## config.mk

```make
export PLATFORM = sky130hd
export DESIGN_NAME = if_fetch
export DESIGN_NICKNAME = d
export VERILOG_FILES = /design/src/rtl/if_fetch_pkg.sv /design/src/rtl/if_icache.sv /design/src/rtl/if_fetch.sv
export SDC_FILE = /design/constraint.sdc
export NUM_CORES = 1
export LEC_CHECK = 0
export ABC_AREA = 1
export CAP_MARGIN = 20
export CORE_MARGIN = 1.5
export CORE_UTILIZATION = 58
export CTS_BUF_LIST = sky130_fd_sc_hd__clkbuf_4 sky130_fd_sc_hd__clkbuf_8
export DETAILED_ROUTE_END_ITERATION = 8
export GPL_TIMING_DRIVEN = 0
export PLACE_DENSITY = 0.95
export SLEW_MARGIN = 20
export SYNTH_ARGS = -nofsm -noshare
export SYNTH_HDL_FRONTEND = slang
export SYNTH_SLANG_ARGS = --single-unit
```

## constraint.sdc

```tcl
create_clock -name clk_in -period 6.62 [get_ports clk_in]
set_input_delay 1.324 -clock clk_in [delete_from_list [all_inputs] [get_ports clk_in]]
set_output_delay 1.324 -clock clk_in [all_outputs]
set_load 0.02 [all_outputs]
```

## src/rtl/if_fetch_pkg.sv

```systemverilog
// if_fetch_pkg: shared constants and state encoding for the fetch stage.
// Holds the bubble values, reset/clear levels and the if_fetch FSM states.
package if_fetch_pkg;

  localparam logic [31:0] NOP_PC  = 32'h0000_0000;
  localparam logic [31:0] NOP_INS = 32'h0000_0013;

  localparam logic ChipRst    = 1'b1;
  localparam logic StageClear = 1'b1;

  typedef enum logic [1:0] {
    IF_IDLE  = 2'd0,
    IF_FETCH = 2'd1,
    IF_DONE  = 2'd2
  } if_state_t;

endpackage

```

## src/rtl/if_icache.sv

```systemverilog
// if_icache: direct-mapped instruction cache, one 32-bit word per line.
// Ports: clk_in, rst_in (async, clears valid bits), rd_pc -> hit/rd_ins
// (combinational lookup), wr_en/wr_pc/wr_ins (synchronous line fill).
module if_icache
  import if_fetch_pkg::*;
#(
  parameter int unsigned LINES = 256
) (
  input  logic        clk_in,
  input  logic        rst_in,
  input  logic [31:0] rd_pc,
  input  logic        wr_en,
  input  logic [31:0] wr_pc,
  input  logic [31:0] wr_ins,
  output logic        hit,
  output logic [31:0] rd_ins
);

  localparam int IW = $clog2(LINES);
  localparam int TW = 30 - IW;

  logic [TW-1:0]    tag_q  [LINES];
  logic [31:0]      data_q [LINES];
  logic [LINES-1:0] valid_q;

  logic [IW-1:0] rd_idx;
  logic [IW-1:0] wr_idx;

  assign rd_idx = rd_pc[2 +: IW];
  assign wr_idx = wr_pc[2 +: IW];

  assign hit = valid_q[rd_idx] &&
               (tag_q[rd_idx] == rd_pc[31 -: TW]);
  assign rd_ins = data_q[rd_idx];

  // Word-aligned PCs: the byte offset carries no information.
  logic unused_lsb;
  assign unused_lsb = ^{rd_pc[1:0], wr_pc[1:0]};

  always_ff @(posedge clk_in or posedge rst_in) begin
    if (rst_in) begin
      valid_q <= '0;
    end else if (wr_en) begin
      valid_q[wr_idx] <= 1'b1;
    end
  end

  always_ff @(posedge clk_in) begin
    if (wr_en) begin
      tag_q[wr_idx]  <= wr_pc[31 -: TW];
      data_q[wr_idx] <= wr_ins;
    end
  end

endmodule

```

## src/rtl/if_fetch.sv

```systemverilog
// if_fetch: instruction-fetch stage; owns the PC and assembles each
// instruction from four byte reads on the shared memory port.
// Inputs: clk_in, rst_in (async, high), rdy_in (freeze), stall,
// jump_en/jump_pc (EX redirect), mem_grant, mem_din.
// Outputs: mem_req/mem_addr (byte request), if_pc/if_ins (NOP bubble
// outside DONE), if_busy (fetch in progress).
// Optional macro ICACHE_EN adds the direct-mapped cache if_icache.
module if_fetch
  import if_fetch_pkg::*;
#(
  parameter logic [31:0] RESET_PC     = 32'h0000_0000,
  parameter int unsigned ICACHE_LINES = 256
) (
  input  logic        clk_in,
  input  logic        rst_in,
  input  logic        rdy_in,
  input  logic        stall,
  input  logic        jump_en,
  input  logic [31:0] jump_pc,
  output logic        mem_req,
  output logic [31:0] mem_addr,
  input  logic        mem_grant,
  input  logic [7:0]  mem_din,
  output logic [31:0] if_pc,
  output logic [31:0] if_ins,
  output logic        if_busy
);

  if ((ICACHE_LINES == 0) ||
      ((ICACHE_LINES & (ICACHE_LINES - 1)) != 0))
  begin : g_lines_chk
    $error("ICACHE_LINES must be a power of two");
  end

  if_state_t   state, state_n;
  logic [31:0] pc, pc_n;
  logic [2:0]  req_cnt, req_cnt_n;
  logic [2:0]  rcv_cnt, rcv_cnt_n;
  logic        pend, pend_n;
  logic [31:0] ins, ins_n;
  logic        mem_req_n;
  logic [31:0] mem_addr_n;
  logic        grant;
  logic        redirect;
  logic        hit;
  logic [31:0] hit_ins;
  logic        show;

  assign grant    = mem_req && mem_grant;
  assign redirect = (jump_en == StageClear);

`ifdef ICACHE_EN
  logic wr_en;

  // Fill on the final byte capture, unless a redirect aborts it.
  assign wr_en = rdy_in && !redirect &&
                 (state == IF_FETCH) && pend &&
                 (rcv_cnt == 3'd3);

  if_icache #(
    .LINES (ICACHE_LINES)
  ) u_icache (
    .clk_in (clk_in),
    .rst_in (rst_in),
    .rd_pc  (pc),
    .wr_en  (wr_en),
    .wr_pc  (pc),
    .wr_ins ({mem_din, ins[23:0]}),
    .hit    (hit),
    .rd_ins (hit_ins)
  );
`else
  assign hit     = 1'b0;
  assign hit_ins = NOP_INS;
`endif

  always_comb begin
    state_n   = state;
    pc_n      = pc;
    req_cnt_n = req_cnt;
    rcv_cnt_n = rcv_cnt;
    pend_n    = 1'b0;
    ins_n     = ins;
    unique case (state)
      IF_IDLE: begin
        req_cnt_n = '0;
        rcv_cnt_n = '0;
        if (hit) begin
          state_n = IF_DONE;
          ins_n   = hit_ins;
        end else begin
          state_n = IF_FETCH;
        end
      end
      IF_FETCH: begin
        if (grant) begin
          req_cnt_n = req_cnt + 3'd1;
          pend_n    = 1'b1;
        end
        // pend marks the cycle after a grant: data is on mem_din.
        if (pend) begin
          ins_n[{rcv_cnt[1:0], 3'b000} +: 8] = mem_din;
          rcv_cnt_n = rcv_cnt + 3'd1;
          if (rcv_cnt == 3'd3) state_n = IF_DONE;
        end
      end
      IF_DONE: begin
        if (!stall) begin
          pc_n    = pc + 32'd4;
          state_n = IF_IDLE;
        end
      end
      default: state_n = IF_IDLE;
    endcase
    // Redirect beats everything, and drops any byte in flight.
    if (redirect) begin
      state_n = IF_IDLE;
      pc_n    = jump_pc;
      pend_n  = 1'b0;
    end
    mem_req_n  = (state_n == IF_FETCH) &&
                 (req_cnt_n < 3'd4);
    mem_addr_n = mem_req_n ?
                 pc_n + {29'd0, req_cnt_n} : mem_addr;
  end

  always_ff @(posedge clk_in or posedge rst_in) begin
    if (rst_in) begin
      state    <= IF_IDLE;
      pc       <= RESET_PC;
      req_cnt  <= '0;
      rcv_cnt  <= '0;
      pend     <= 1'b0;
      ins      <= NOP_INS;
      mem_req  <= 1'b0;
      mem_addr <= '0;
    end else if (rdy_in) begin
      state    <= state_n;
      pc       <= pc_n;
      req_cnt  <= req_cnt_n;
      rcv_cnt  <= rcv_cnt_n;
      pend     <= pend_n;
      ins      <= ins_n;
      mem_req  <= mem_req_n;
      mem_addr <= mem_addr_n;
    end
  end

  // A redirect bubbles the output in the same cycle.
  assign show    = (state == IF_DONE) &&
                   !(rdy_in && redirect);
  assign if_pc   = show ? pc  : NOP_PC;
  assign if_ins  = show ? ins : NOP_INS;
  assign if_busy = (state == IF_FETCH);

endmodule

```

==> impl_metrics.sql, run 1 <==
INSERT INTO impl_metrics (metric_group, metric, value, unit) VALUES
('status', 'status', 'finished, final reports clean', ''),
('floorplan', 'dieArea', '13200', 'sq um'),
('worst_setup_path', 'cp_slowest_stage_delay', '0.59', 'ns'),
('clock_network', 'clock_path_buffers', '2', ''),
('clock_network', 'cts_made_buffers', '9', ''),
('power', 'irDropWorstVdd', '0.000128', 'V'),
('power', 'design_power', '1.64', 'mW'),
('synthesis', 'synth_warnings', '0', ''),
('min_path', 'timing.hold.worst.class', 'reg -> reg', ''),
('worst_setup_path', 'worst_ep_arrival_time', '3.99', 'ns'),
('routing', 'postRouteAntennaNets', '0', ''),
('clock_network', 'clock-root-buffer', 'sky130_fd_sc_hd__clkbuf_8', ''),
('timing', 'slew_violations', '0', ''),
('worst_setup_path', 'cp-start-kind', 'input port', ''),
('timing', 'finClkSkew', '0.0140', 'ns'),
('worst_setup_path', 'path_max_fanout', '10', ''),
('synthesis', 'netlist_top_cells_area', 'sky130_fd_sc_hd__dfrtp_1 (36%), sky130_fd_sc_hd__nand2_1 (14%), sky130_fd_sc_hd__nand3_1 (8.6%)', ''),
('worst_setup_path', 'critical_path.endpoint_type', 'output port', ''),
('global_routing', 'antenna_found_initial', '0', ''),
('worst_setup_path', 'count_of_buffer_and_inverter_cells_on_the_critical_path', '4', ''),
('global_routing', 'global_route.usage.total', '34.0', '%'),
('worst_setup_path', 'regToRegSetupSlack', '3.39', 'ns'),
('clock_network', 'deepest_level_of_the_cts_h_tree', '3', ''),
('layout', 'layout-area-overhead-vs-synth', '25.8', '%'),
('global_routing', 'grt_first_pass_wirelength', '34900', 'microns'),
('routing', 'drc', '0', ''),
('global_routing', 'grt_overflow', '0', ''),
('synthesis', 'synthDominantAreaCellType', 'sky130_fd_sc_hd__dfrtp_1', ''),
('worst_setup_path', 'r2r_cells', '13', ''),
('timing', 'worst-slew-pin-transition', '0.733', 'ns'),
('synthesis', 'syn-num-nets', '1122', ''),
('routing', 'viasPerCell', '5.52', ''),
('worst_setup_path', 'worstPathRequired', '5.30', 'ns'),
('floorplan', 'placement_rows', '40', ''),
('timing', 'finalHoldViolCount', '0', ''),
('clock_network', 'cts_setup_buffers', '0', ''),
('worst_setup_path', 'critical_path_cell_list', 'clkdlybuf4s50_1, clkbuf_1, nand2_1, nand2_1, clkbuf_1, nor2_1, clkdlybuf4s50_1', ''),
('synthesis', 'yosys.cell_types.count', '39', ''),
('clock_network', 'clk_transition_reported_paths', '0.11', 'ns'),
('clock_network', 'postCtsHoldBufs', '0', ''),
('timing', 'unrepaired_setup_endpoints_after_global_routing', 'false', ''),
('min_path', 'hold_path_origin', 'mem_addr[26]', ''),
('synthesis', 'synth_top_area_share', '35.6', '%'),
('worst_setup_path', 'crit_family', 'buffers and inverters', ''),
('place', 'io_buffers', '143', ''),
('layout', 'fin_util', '75.3', '%'),
('power', 'cellPowerDensity', '180', 'nW/um^2'),
('floorplan', 'floorplan.initialDensity', '59.8', '%'),
('min_path', 'whs_path_depth', '2', ''),
('layout', 'number_of_inserted_diodes', '0', ''),
('clock_network', 'post_cts_resize_count', '0', ''),
('power', 'cellLeakagePower', '4.37', 'nW'),
('timing', 'achievable_clock_frequency', '188', 'MHz'),
('timing', 'fin_crit', '5.31', 'ns'),
('timing', 'setup_tns', '0', 'ns'),
('synthesis', 'synth-seq-area-share', '36.7', '%'),
('synthesis', 'post_synth_instance_area', '7250', 'sq um'),
('synthesis', 'synth-seq-cells', '106', ''),
('global_routing', 'maximum_number_of_pins_on_one_net_before_global_route_repair', '68', ''),
('place', 'dpl.hpwl', '16900', 'microns'),
('synthesis', 'syn_avg_cell_area', '6.81', 'sq um'),
('floorplan', 'dieHeight', '115', 'microns'),
('clock_network', 'sink_count_of_the_clock_tree', '106', ''),
('timing', 'finalCritPeriodShare', '80.3', '%'),
('routing', 'drt-pass1-iter-count', '8', ''),
('worst_setup_path', 'worst-setup-path-type', 'in -> out', ''),
('synthesis', 'gate_count_of_the_mapped_netlist', '1064', ''),
('timing', 'setup_viol', '0', ''),
('clock_network', 'tritoncts_clock_tree', 'built', ''),
('layout', 'fraction_of_layout_cells_with_a_size_suffix_above_1', '10.5', '%'),
('floorplan', 'core_area', '12100', 'sq um');
## flip-flops by register name, indices dropped and copies added (netlist names)
name,count
mem_addr,32
pc,32
ins,32
req_cnt,3
rcv_cnt,3
state,2
pend,1
mem_req,1
## metal layers
metal | part of all wire [%] | global-route usage [%]
met5 | 0 | 0
met4 | 3.1 | 14.1
met3 | 8.4 | 4.32
met2 | 46 | 53.5
met1 | 43 | 47.9
## cell usage after synthesis (all sizes together)
| master | instances |
|---|---|
| a21oi | 5 |
| a31oi | 2 |
| a32oi | 1 |
| buf | 7 |
| clkbuf | 26 |
| clkinv | 2 |
| dfrtp | 103 |
| dfstp | 3 |
| fa | 1 |
| ha | 11 |
| inv | 152 |
| nand2 | 286 |
| nand3 | 137 |
| nand3b | 1 |
| nand4 | 19 |
| nor2 | 161 |
| nor3 | 8 |
| o211ai | 1 |
| o21a | 1 |
| o21ai | 100 |
| o21bai | 1 |
| o22ai | 1 |
| o31ai | 2 |
| o32ai | 1 |
| or2 | 23 |
| xnor2 | 1 |
| xor2 | 8 |
## report_power, final
group / internal, mW / switching [mW] / leakage, nW / total, mW
sequential: 0.727 / 0.0592 / 1.21 / 0.786
clock: 0.148 / 0.259 / 0.0931 / 0.407
combinational: 0.171 / 0.280 / 3.06 / 0.451
total: 1.05 / 0.599 / 4.37 / 1.64
## path summary, 6_finish.rpt
check	endpoint
min in group asynchronous	mem_addr[23]
worst max register to register	mem_addr[19]
max in group asynchronous	ins[4]
worst min-delay path	mem_addr[26]
worst min register to register	mem_addr[26]
worst max-delay path	if_pc[16]
## cells by family after synthesis
| kind of cell | after synthesis | synth area share (%) |
|---|---|---|
| AOI/OAI and AO/OA | 115 | 8.32 |
| and+or+nand+nor | 635 | 41.8 |
| DFF | 106 | 36.7 |
| xor gates and xnor gates | 9 | 1.09 |
| buffers and inverters | 187 | 9.98 |
| adders and majority gates | 12 | 2.18 |
## per-stage QoR
stage | hold WS, ns | setup slack, ns | instances | cell area [sq um]
3_5_place_dp | 0.469 | 1.33 | 1376 | 8920
4_1_cts | 0.498 | 1.33 | 1392 | 9120
6_report | 0.496 | 1.31 | 1392 | 9120
3_3_place_gp | 0.463 | 0.971 | 1375 | 8890
2_1_floorplan | 0.474 | 2.51 | 1064 | 7250
5_1_grt | 0.511 | 1.16 | 1392 | 9120
## layout make-up
cell class              count  area (sq um)
well taps                 168           210
clock inverters             7          71.3
plain buffers              33           145
inverters                 154           583
multi-input cells         771          3870
flip-flops and latches    106          2660
fillers                   941          3000
repair buffers            144          1460
clock buffers               9           124
## worst register-to-register path, cell delays in order (launching register included)
cell and delay [ns]:
sky130_fd_sc_hd__dfrtp_1 0.49, sky130_fd_sc_hd__nor2_1 0.36, sky130_fd_sc_hd__nand3_1 0.18, sky130_fd_sc_hd__o32ai_1 0.31, sky130_fd_sc_hd__ha_1 0.25, sky130_fd_sc_hd__a21oi_1 0.07, sky130_fd_sc_hd__nand2_1 0.16, sky130_fd_sc_hd__nand3_1 0.21
sky130_fd_sc_hd__nor2_4 0.18, sky130_fd_sc_hd__nand3_1 0.15, sky130_fd_sc_hd__nor2_4 0.18, sky130_fd_sc_hd__nand3_2 0.16, sky130_fd_sc_hd__xnor2_1 0.28, sky130_fd_sc_hd__o21ai_0 0.13
Note: power is estimated with default switching activity, not from simulation.
==> run 2, diff against run 1 <==
--- a/config.mk
+++ b/config.mk
@@ -8,11 +8,11 @@
 export ABC_AREA = 1
 export CAP_MARGIN = 20
 export CORE_MARGIN = 1.5
-export CORE_UTILIZATION = 58
+export CORE_UTILIZATION = 49
 export CTS_BUF_LIST = sky130_fd_sc_hd__clkbuf_4 sky130_fd_sc_hd__clkbuf_8
 export DETAILED_ROUTE_END_ITERATION = 8
 export GPL_TIMING_DRIVEN = 0
-export PLACE_DENSITY = 0.95
+export PLACE_DENSITY = 0.89
 export SLEW_MARGIN = 20
 export SYNTH_ARGS = -nofsm -noshare
 export SYNTH_HDL_FRONTEND = slang
==> constraint.sdc (replaced) <==
create_clock -name clk_in -period 4.3 [get_ports clk_in]
set_input_delay 0.86 -clock clk_in [delete_from_list [all_inputs] [get_ports clk_in]]
set_output_delay 0.86 -clock clk_in [all_outputs]
set_load 0.02 [all_outputs]
==> impl_metrics.sql, run 2 (same netlist as run 1, synthesis figures left out) <==
INSERT INTO impl_metrics (metric_group, metric, value, unit) VALUES
('status', 'status', 'finished, final reports clean', ''),
('global_routing', 'grt_overflow', '0', ''),
('routing', 'postRouteAntennaNets', '0', ''),
('clock_network', 'cts_made_buffers', '9', ''),
('min_path', 'timing.hold.worst.class', 'reg -> reg', ''),
('place', 'worst_setup_slack_post_dpl', '-0.200', 'ns'),
('clock_network', 'tritoncts_clock_tree', 'built', ''),
('worst_setup_path', 'critical_path.endpoint_type', 'output port', ''),
('floorplan', 'floorplan.initialDensity', '50.1', '%'),
('power', 'cellPowerDensity', '275', 'nW/um^2'),
('timing', 'unrepaired_setup_endpoints_after_global_routing', 'false', ''),
('timing', 'worst-slew-pin-transition', '0.757', 'ns'),
('routing', 'drt_wl_total', '21600', 'microns'),
('global_routing', 'antenna_found_initial', '0', ''),
('power', 'netSwitchingFraction', '35.5', '%'),
('timing', 'max_slew_headroom', '49.1', '%'),
('layout', 'final_cell_mix', 'sky130_fd_sc_hd__nand2_1 (265), sky130_fd_sc_hd__clkdlybuf4s50_1 (143), sky130_fd_sc_hd__inv_1 (141)', ''),
('floorplan', 'floorplan.die.width', '125', 'microns'),
('layout', 'fraction_of_layout_cells_with_a_size_suffix_above_1', '10.5', '%'),
('floorplan', 'core_area', '14500', 'sq um'),
('clock_network', 'clock-root-buffer', 'sky130_fd_sc_hd__clkbuf_8', ''),
('floorplan', 'ioPinCount', '144', ''),
('floorplan', 'dieHeight', '125', 'microns'),
('power', 'cellLeakagePower', '4.37', 'nW'),
('global_routing', 'maximum_number_of_pins_on_one_net_before_global_route_repair', '81', ''),
('layout', 'final.fill_count', '1317', ''),
('timing', 'finClkSkew', '0.00933', 'ns'),
('routing', 'drc', '0', ''),
('power', 'internal_power', '1.62', 'mW'),
('clock_network', 'clock_path_buffers', '2', ''),
('place', 'dpl.hpwl', '16600', 'microns'),
('worst_setup_path', 'timing.critical_path.slowest_stage_cell', 'sky130_fd_sc_hd__clkdlybuf4s50_1', ''),
('power', 'net_switching_power_of_the_design', '0.893', 'mW'),
('floorplan', 'dieArea', '15500', 'sq um'),
('place', 'io_buffers', '143', ''),
('worst_setup_path', 'critical_path_cell_list', 'clkdlybuf4s50_1, clkbuf_2, nand2_1, nand2_1, clkbuf_1, nor2_1, clkdlybuf4s50_1', ''),
('global_routing', 'global_route.usage.total', '28.0', '%'),
('min_path', 'hold_path_origin', 'mem_addr[26]', ''),
('routing', 'detailroute.via_count', '7622', ''),
('routing', 'wire_per_inst', '15.3', 'microns'),
('timing', 'achievable_clock_frequency', '239', 'MHz'),
('layout', 'number_of_inserted_diodes', '0', ''),
('power', 'power.share.sequential', '48.2', '%'),
('floorplan', 'placement_rows', '44', ''),
('worst_setup_path', 'cp-start-kind', 'input port', ''),
('timing', 'setup_viol', '0', ''),
('layout', 'layout-area-overhead-vs-synth', '25.9', '%'),
('worst_setup_path', 'r2r_start', 'state[1]', ''),
('place', 'gp_congestion', '0.944', ''),
('routing', 'drt_iter0_markers', '755', ''),
('timing', 'fin_crit', '4.19', 'ns'),
('clock_network', 'clock_insertion_delay_worst_skew', '0.39', 'ns'),
('routing', 'drt-pass1-iter-count', '5', ''),
('layout', 'reg_top3', 'ins x32, mem_addr x32, pc x32', ''),
('power', 'power.clock.fraction', '24.3', '%'),
('layout', 'fin_util', '63.0', '%'),
('layout', 'layout_commonest_cell', 'sky130_fd_sc_hd__nand2_1', ''),
('worst_setup_path', 'path_max_fanout', '10', ''),
('worst_setup_path', 'regToRegSetupSlack', '1.06', 'ns'),
('worst_setup_path', 'r2r_cells', '15', ''),
('layout', 'final_net_count', '1276', ''),
('power', 'pwr-share-comb', '27.6', '%'),
('worst_setup_path', 'worst_ep_arrival_time', '3.33', 'ns'),
('worst_setup_path', 'worstPathRequired', '3.44', 'ns'),
('routing', 'viasPerCell', '5.42', ''),
('clock_network', 'sink_count_of_the_clock_tree', '106', ''),
('worst_setup_path', 'worst-setup-path-type', 'in -> out', ''),
('global_routing', 'grt_first_pass_wirelength', '35400', 'microns'),
('worst_setup_path', 'cp_slowest_stage_delay', '0.59', 'ns'),
('timing', 'finalCritPeriodShare', '97.4', '%'),
('global_routing', 'first_global_vias', '7165', ''),
('worst_setup_path', 'r2r-end', 'mem_addr[21]', ''),
('run', 'cap_viol_max_count', '0', ''),
('timing', 'finalHoldViolCount', '0', ''),
('timing', 'slew_violations', '0', ''),
('power', 'irDropWorstVdd', '0.000185', 'V'),
('min_path', 'whs_path_depth', '2', ''),
('min_path', 'timing.hold.worst_endpoint', 'mem_addr[26]', ''),
('clock_network', 'deepest_level_of_the_cts_h_tree', '3', ''),
('clock_network', 'clk_transition_reported_paths', '0.10', 'ns'),
('timing', 'worst_slack', '0.111', 'ns');
## run 2: changes by cell type in the layout (fill, tap and decap cells not counted), sizes merged
cell,previous run,this run
inv,156,153
clkinvlp,2,1
clkinv,3,5
clkbuf,35,36
## run 2: area by class of cell
| class | count | area [sq um] | area share, % |
|---|---|---|---|
| multi-input combinational | 771 | 3870 | 42.4 |
| sequential | 106 | 2660 | 29.1 |
| timing repair buffer | 144 | 1460 | 16.0 |
| inverter | 154 | 583 | 6.39 |
| tap | 184 | 230 | 2.52 |
| clock buffer | 11 | 145 | 1.59 |
| buffer | 32 | 143 | 1.56 |
| clock inverter | 5 | 38.8 | 0.425 |
## run 2: how the worst max path moves through the flow
| stage | from | end | slack [ns] |
|---|---|---|---|
| after floorplan | rst_in | ins[10] | 0.66 |
| after global routing | jump_en | if_pc[17] | 0.002 |
| final | jump_en | if_pc[17] | 0.11 |
| after detailed placement | jump_en | mem_addr[23] | -0.20 |
| after CTS | jump_en | if_pc[17] | 0.19 |
| after global placement | rst_in | mem_addr[0] | -0.95 |
## run 2: routing by layer
layer / wire length [microns] / track usage [%] / up-vias / share of wire, %
li1: - / - / 3672 / -
met1: 9480 / 39.4 / 3505 / 44
met2: 9380 / 42.0 / 384 / 43
met3: 1890 / 4.85 / 61 / 8.8
met4: 816 / 13.0 / 0 / 3.8
met5: 0 / 0 / - / 0
## run 2: power groups by stage
stage,Clock [mW],Sequential [mW],Combinational (mW)
CTS,0.611,1.21,0.688
detailed placement,0,1.23,0.683
global placement,0,1.22,0.664
global route,0.654,1.23,0.763
floorplan,0,1.27,0.357
finish,0.610,1.21,0.692
## run 2: timing repair
| action | in CTS | in global routing |
|---|---|---|
| setup endpoints to repair | 1 | 6 |
| hold buffers | 0 | 0 |
| buffers inserted | 0 | 0 |
| gates resized for setup | 1 | 0 |
## run 2: stage by stage
step | instances | total power [mW] | cell area (sq um) | hold slack (ns) | setup TNS [ns]
after detailed placement | 1392 | 1.91 | 8940 | 0.465 | -1.13
after global placement | 1391 | 1.89 | 8910 | 0.466 | -97.86
after global routing | 1407 | 2.64 | 9120 | 0.504 | 0
after CTS | 1408 | 2.51 | 9130 | 0.492 | 0
final | 1407 | 2.51 | 9120 | 0.486 | 0
after floorplan | 1064 | 1.63 | 7250 | 0.474 | 0
## run 2: critical path: cells and delay by family
family	cells	cell delay (ns)
buf+inv	4	1.95
simple gates	3	0.50
==> run 3, diff against run 2 <==
--- a/config.mk
+++ b/config.mk
@@ -7,6 +7,7 @@
 export LEC_CHECK = 0
 export ABC_AREA = 1
 export CAP_MARGIN = 20
+export CORE_ASPECT_RATIO = 1.4
 export CORE_MARGIN = 1.5
 export CORE_UTILIZATION = 49
 export CTS_BUF_LIST = sky130_fd_sc_hd__clkbuf_4 sky130_fd_sc_hd__clkbuf_8
==> impl_metrics.sql, run 3 (same netlist as run 1, synthesis figures left out) <==
INSERT INTO impl_metrics (metric_group, metric, value, unit) VALUES
('worst_setup_path', 'critical_path_cell_list', 'clkdlybuf4s50_1, clkbuf_2, nand2_1, nand2_1, clkbuf_2, nor2_1, clkdlybuf4s50_1', ''),
('timing', 'finClkSkew', '0.0105', 'ns'),
('global_routing', 'maximum_number_of_pins_on_one_net_before_global_route_repair', '57', ''),
('power', 'power.clock.fraction', '24.8', '%'),
('worst_setup_path', 'worstPathRequired', '3.44', 'ns'),
('worst_setup_path', 'count_of_buffer_and_inverter_cells_on_the_critical_path', '4', ''),
('worst_setup_path', 'crit_family', 'buffers and inverters', ''),
('place', 'worst_setup_slack_post_dpl', '-0.324', 'ns'),
('clock_network', 'deepest_level_of_the_cts_h_tree', '3', ''),
('global_routing', 'grt_use_met1', '31.7', '%'),
('routing', 'viasPerCell', '5.44', ''),
('worst_setup_path', 'timing.critical_path.slowest_stage_cell', 'sky130_fd_sc_hd__clkdlybuf4s50_1', ''),
('power', 'cellLeakagePower', '4.38', 'nW'),
('global_routing', 'grt_overflow', '0', ''),
('clock_network', 'sink_count_of_the_clock_tree', '106', ''),
('global_routing', 'met3_track_demand_over_resource', '3.95', '%'),
('clock_network', 'cts_setup_buffers', '0', ''),
('floorplan', 'core_area', '14400', 'sq um'),
('floorplan', 'ioPinCount', '144', ''),
('power', 'netSwitchingFraction', '34.7', '%'),
('place', 'dpl.hpwl', '17100', 'microns'),
('routing', 'postRouteAntennaNets', '0', ''),
('timing', 'fin_crit', '4.20', 'ns'),
('global_routing', 'first_global_vias', '7272', ''),
('min_path', 'timing.hold.worst.class', 'reg -> reg', ''),
('routing', 'drt-pass1-iter-count', '6', ''),
('timing', 'setup_viol', '0', ''),
('worst_setup_path', 'worst-setup-path-type', 'in -> out', ''),
('global_routing', 'grt_util_met2', '50.1', '%'),
('floorplan', 'dieHeight', '147', 'microns'),
('clock_network', 'clock_insertion_delay_worst_skew', '0.38', 'ns'),
('worst_setup_path', 'critical_path.endpoint_type', 'output port', ''),
('floorplan', 'placement_rows', '52', ''),
('place', 'gp_congestion', '0.932', ''),
('global_routing', 'grt_busiest_layer', 'met2', ''),
('layout', 'fin_util', '63.4', '%'),
('run', 'cap_viol_max_count', '0', ''),
('power', 'pwr-share-comb', '27.5', '%'),
('timing', 'worst-slew-pin-transition', '0.772', 'ns'),
('status', 'status', 'finished, final reports clean', ''),
('routing', 'drc', '0', ''),
('layout', 'layout_commonest_cell', 'sky130_fd_sc_hd__nand2_1', ''),
('layout', 'number_of_inserted_diodes', '0', ''),
('layout', 'reg_top3', 'ins x32, mem_addr x32, pc x32', ''),
('timing', 'slew_violations', '0', ''),
('clock_network', 'clk_transition_reported_paths', '0.10', 'ns'),
('clock_network', 'clock_path_buffers', '2', ''),
('layout', 'post_layout_nonfiller_instances', '1412', ''),
('routing', 'wire_per_inst', '15.4', 'microns'),
('worst_setup_path', 'cp-start-kind', 'input port', ''),
('worst_setup_path', 'worst_ep_arrival_time', '3.34', 'ns'),
('place', 'post-place-cells', '1397', ''),
('timing', 'unrepaired_setup_endpoints_after_global_routing', 'true', ''),
('routing', 'detailroute.via_count', '7679', ''),
('routing', 'drt_wl_total', '21700', 'microns'),
('floorplan', 'floorplan.die.width', '106', 'microns'),
('global_routing', 'antenna_found_initial', '0', ''),
('layout', 'layout-area-overhead-vs-synth', '26.3', '%'),
('power', 'net_switching_power_of_the_design', '0.879', 'mW'),
('layout', 'final_net_count', '1276', ''),
('timing', 'finalCritPeriodShare', '97.6', '%'),
('power', 'power.share.sequential', '47.7', '%'),
('layout', 'final.fill_count', '1317', ''),
('global_routing', 'grt_first_pass_wirelength', '34600', 'microns'),
('layout', 'final_cell_mix', 'sky130_fd_sc_hd__nand2_1 (265), sky130_fd_sc_hd__clkdlybuf4s50_1 (143), sky130_fd_sc_hd__inv_1 (140)', ''),
('global_routing', 'global_route.usage.total', '28.1', '%'),
('clock_network', 'tritoncts_clock_tree', 'built', ''),
('clock_network', 'clock-root-buffer', 'sky130_fd_sc_hd__clkbuf_8', ''),
('place', 'io_buffers', '143', ''),
('worst_setup_path', 'cp_slowest_stage_delay', '0.64', 'ns'),
('clock_network', 'cts_made_buffers', '9', ''),
('layout', 'fraction_of_layout_cells_with_a_size_suffix_above_1', '11.0', '%'),
('timing', 'max_slew_headroom', '48.1', '%'),
('timing', 'setup_tns', '0', 'ns'),
('floorplan', 'floorplan.initialDensity', '50.2', '%'),
('worst_setup_path', 'path_max_fanout', '10', ''),
('timing', 'finalHoldViolCount', '0', ''),
('power', 'irDropWorstVdd', '0.000172', 'V'),
('power', 'cellPowerDensity', '277', 'nW/um^2'),
('timing', 'worst_slack', '0.102', 'ns'),
('power', 'internal_power', '1.66', 'mW'),
('floorplan', 'dieArea', '15500', 'sq um'),
('routing', 'drt_iter0_markers', '536', ''),
('power', 'design_power', '2.53', 'mW'),
('timing', 'achievable_clock_frequency', '238', 'MHz');
[run 3: cell count changes in the layout (fill, tap and decap cells not counted)]
cell,previous run,this run
sky130_fd_sc_hd__buf_1,0,1
sky130_fd_sc_hd__bufinv_16,0,1
sky130_fd_sc_hd__clkbuf_1,24,19
sky130_fd_sc_hd__clkbuf_2,1,5
sky130_fd_sc_hd__clkbuf_4,1,0
sky130_fd_sc_hd__clkbuf_8,10,9
sky130_fd_sc_hd__clkinv_2,1,0
sky130_fd_sc_hd__clkinv_4,2,4
sky130_fd_sc_hd__clkinvlp_4,1,2
sky130_fd_sc_hd__inv_1,141,140
sky130_fd_sc_hd__inv_2,10,11
sky130_fd_sc_hd__inv_6,2,1
[run 3: power groups by stage]
stage	clock, mW	sequential (mW)	combinational, mW
floorplan	0	1.27	0.357
global route	0.682	1.22	0.762
global placement	0	1.22	0.670
finish	0.628	1.21	0.698
CTS	0.644	1.21	0.694
detailed placement	0	1.22	0.687
[run 3: layout make-up]
class / count / area (sq um) / area share (%)
Multi-Input combinational cell: 771 / 3870 / 42.2
Sequential cell: 106 / 2660 / 29.0
Timing Repair Buffer: 144 / 1460 / 15.9
Inverter: 154 / 583 / 6.37
Tap cell: 189 / 236 / 2.58
Buffer: 32 / 148 / 1.61
Clock buffer: 9 / 124 / 1.35
Clock inverter: 7 / 80.1 / 0.875
[run 3: final timing paths]
check | from | end | slack (ns) | cells after the start
min reg2reg | mem_addr[23] | mem_addr[23] | 0.49 | 2
max reg2reg | state[1] | mem_addr[17] | 0.91 | 15
min in group asynchronous | rst_in | ins[14] | 0.89 | 2
max | jump_en | if_pc[9] | 0.10 | 7
min | mem_addr[23] | mem_addr[23] | 0.49 | 2
max in group asynchronous | rst_in | mem_addr[31] | 2.78 | 3
[run 3: stage by stage]
stage | cell area (sq um) | hold slack (ns)
2_1_floorplan | 7250 | 0.474
3_5_place_dp | 8950 | 0.464
5_1_grt | 9150 | 0.514
4_1_cts | 9150 | 0.493
3_3_place_gp | 8910 | 0.464
6_report | 9150 | 0.488
[run 3: repair_timing]
action	CTS	global route
hold buffers	0	0
endpoints found under the hold margin	0	0
resized for setup	1	10
setup endpoints to repair	60	51
[run 3: worst register-to-register path: cells and delay by family, from the launching register on]
family / cells / cell delay [ns]
compound gates: 2 / 0.45
flops: 1 / 0.49
simple gates: 11 / 2.03
fa+ha+maj: 1 / 0.27
buf+inv: 1 / 0.06
[run 3: metal layers]
layer | part of all wire (%) | vias to the layer above
met4 | 5.4 | 0
met5 | 0 | -
met3 | 6.2 | 85
met2 | 50 | 343
li1 | - | 3677
met1 | 38 | 3574
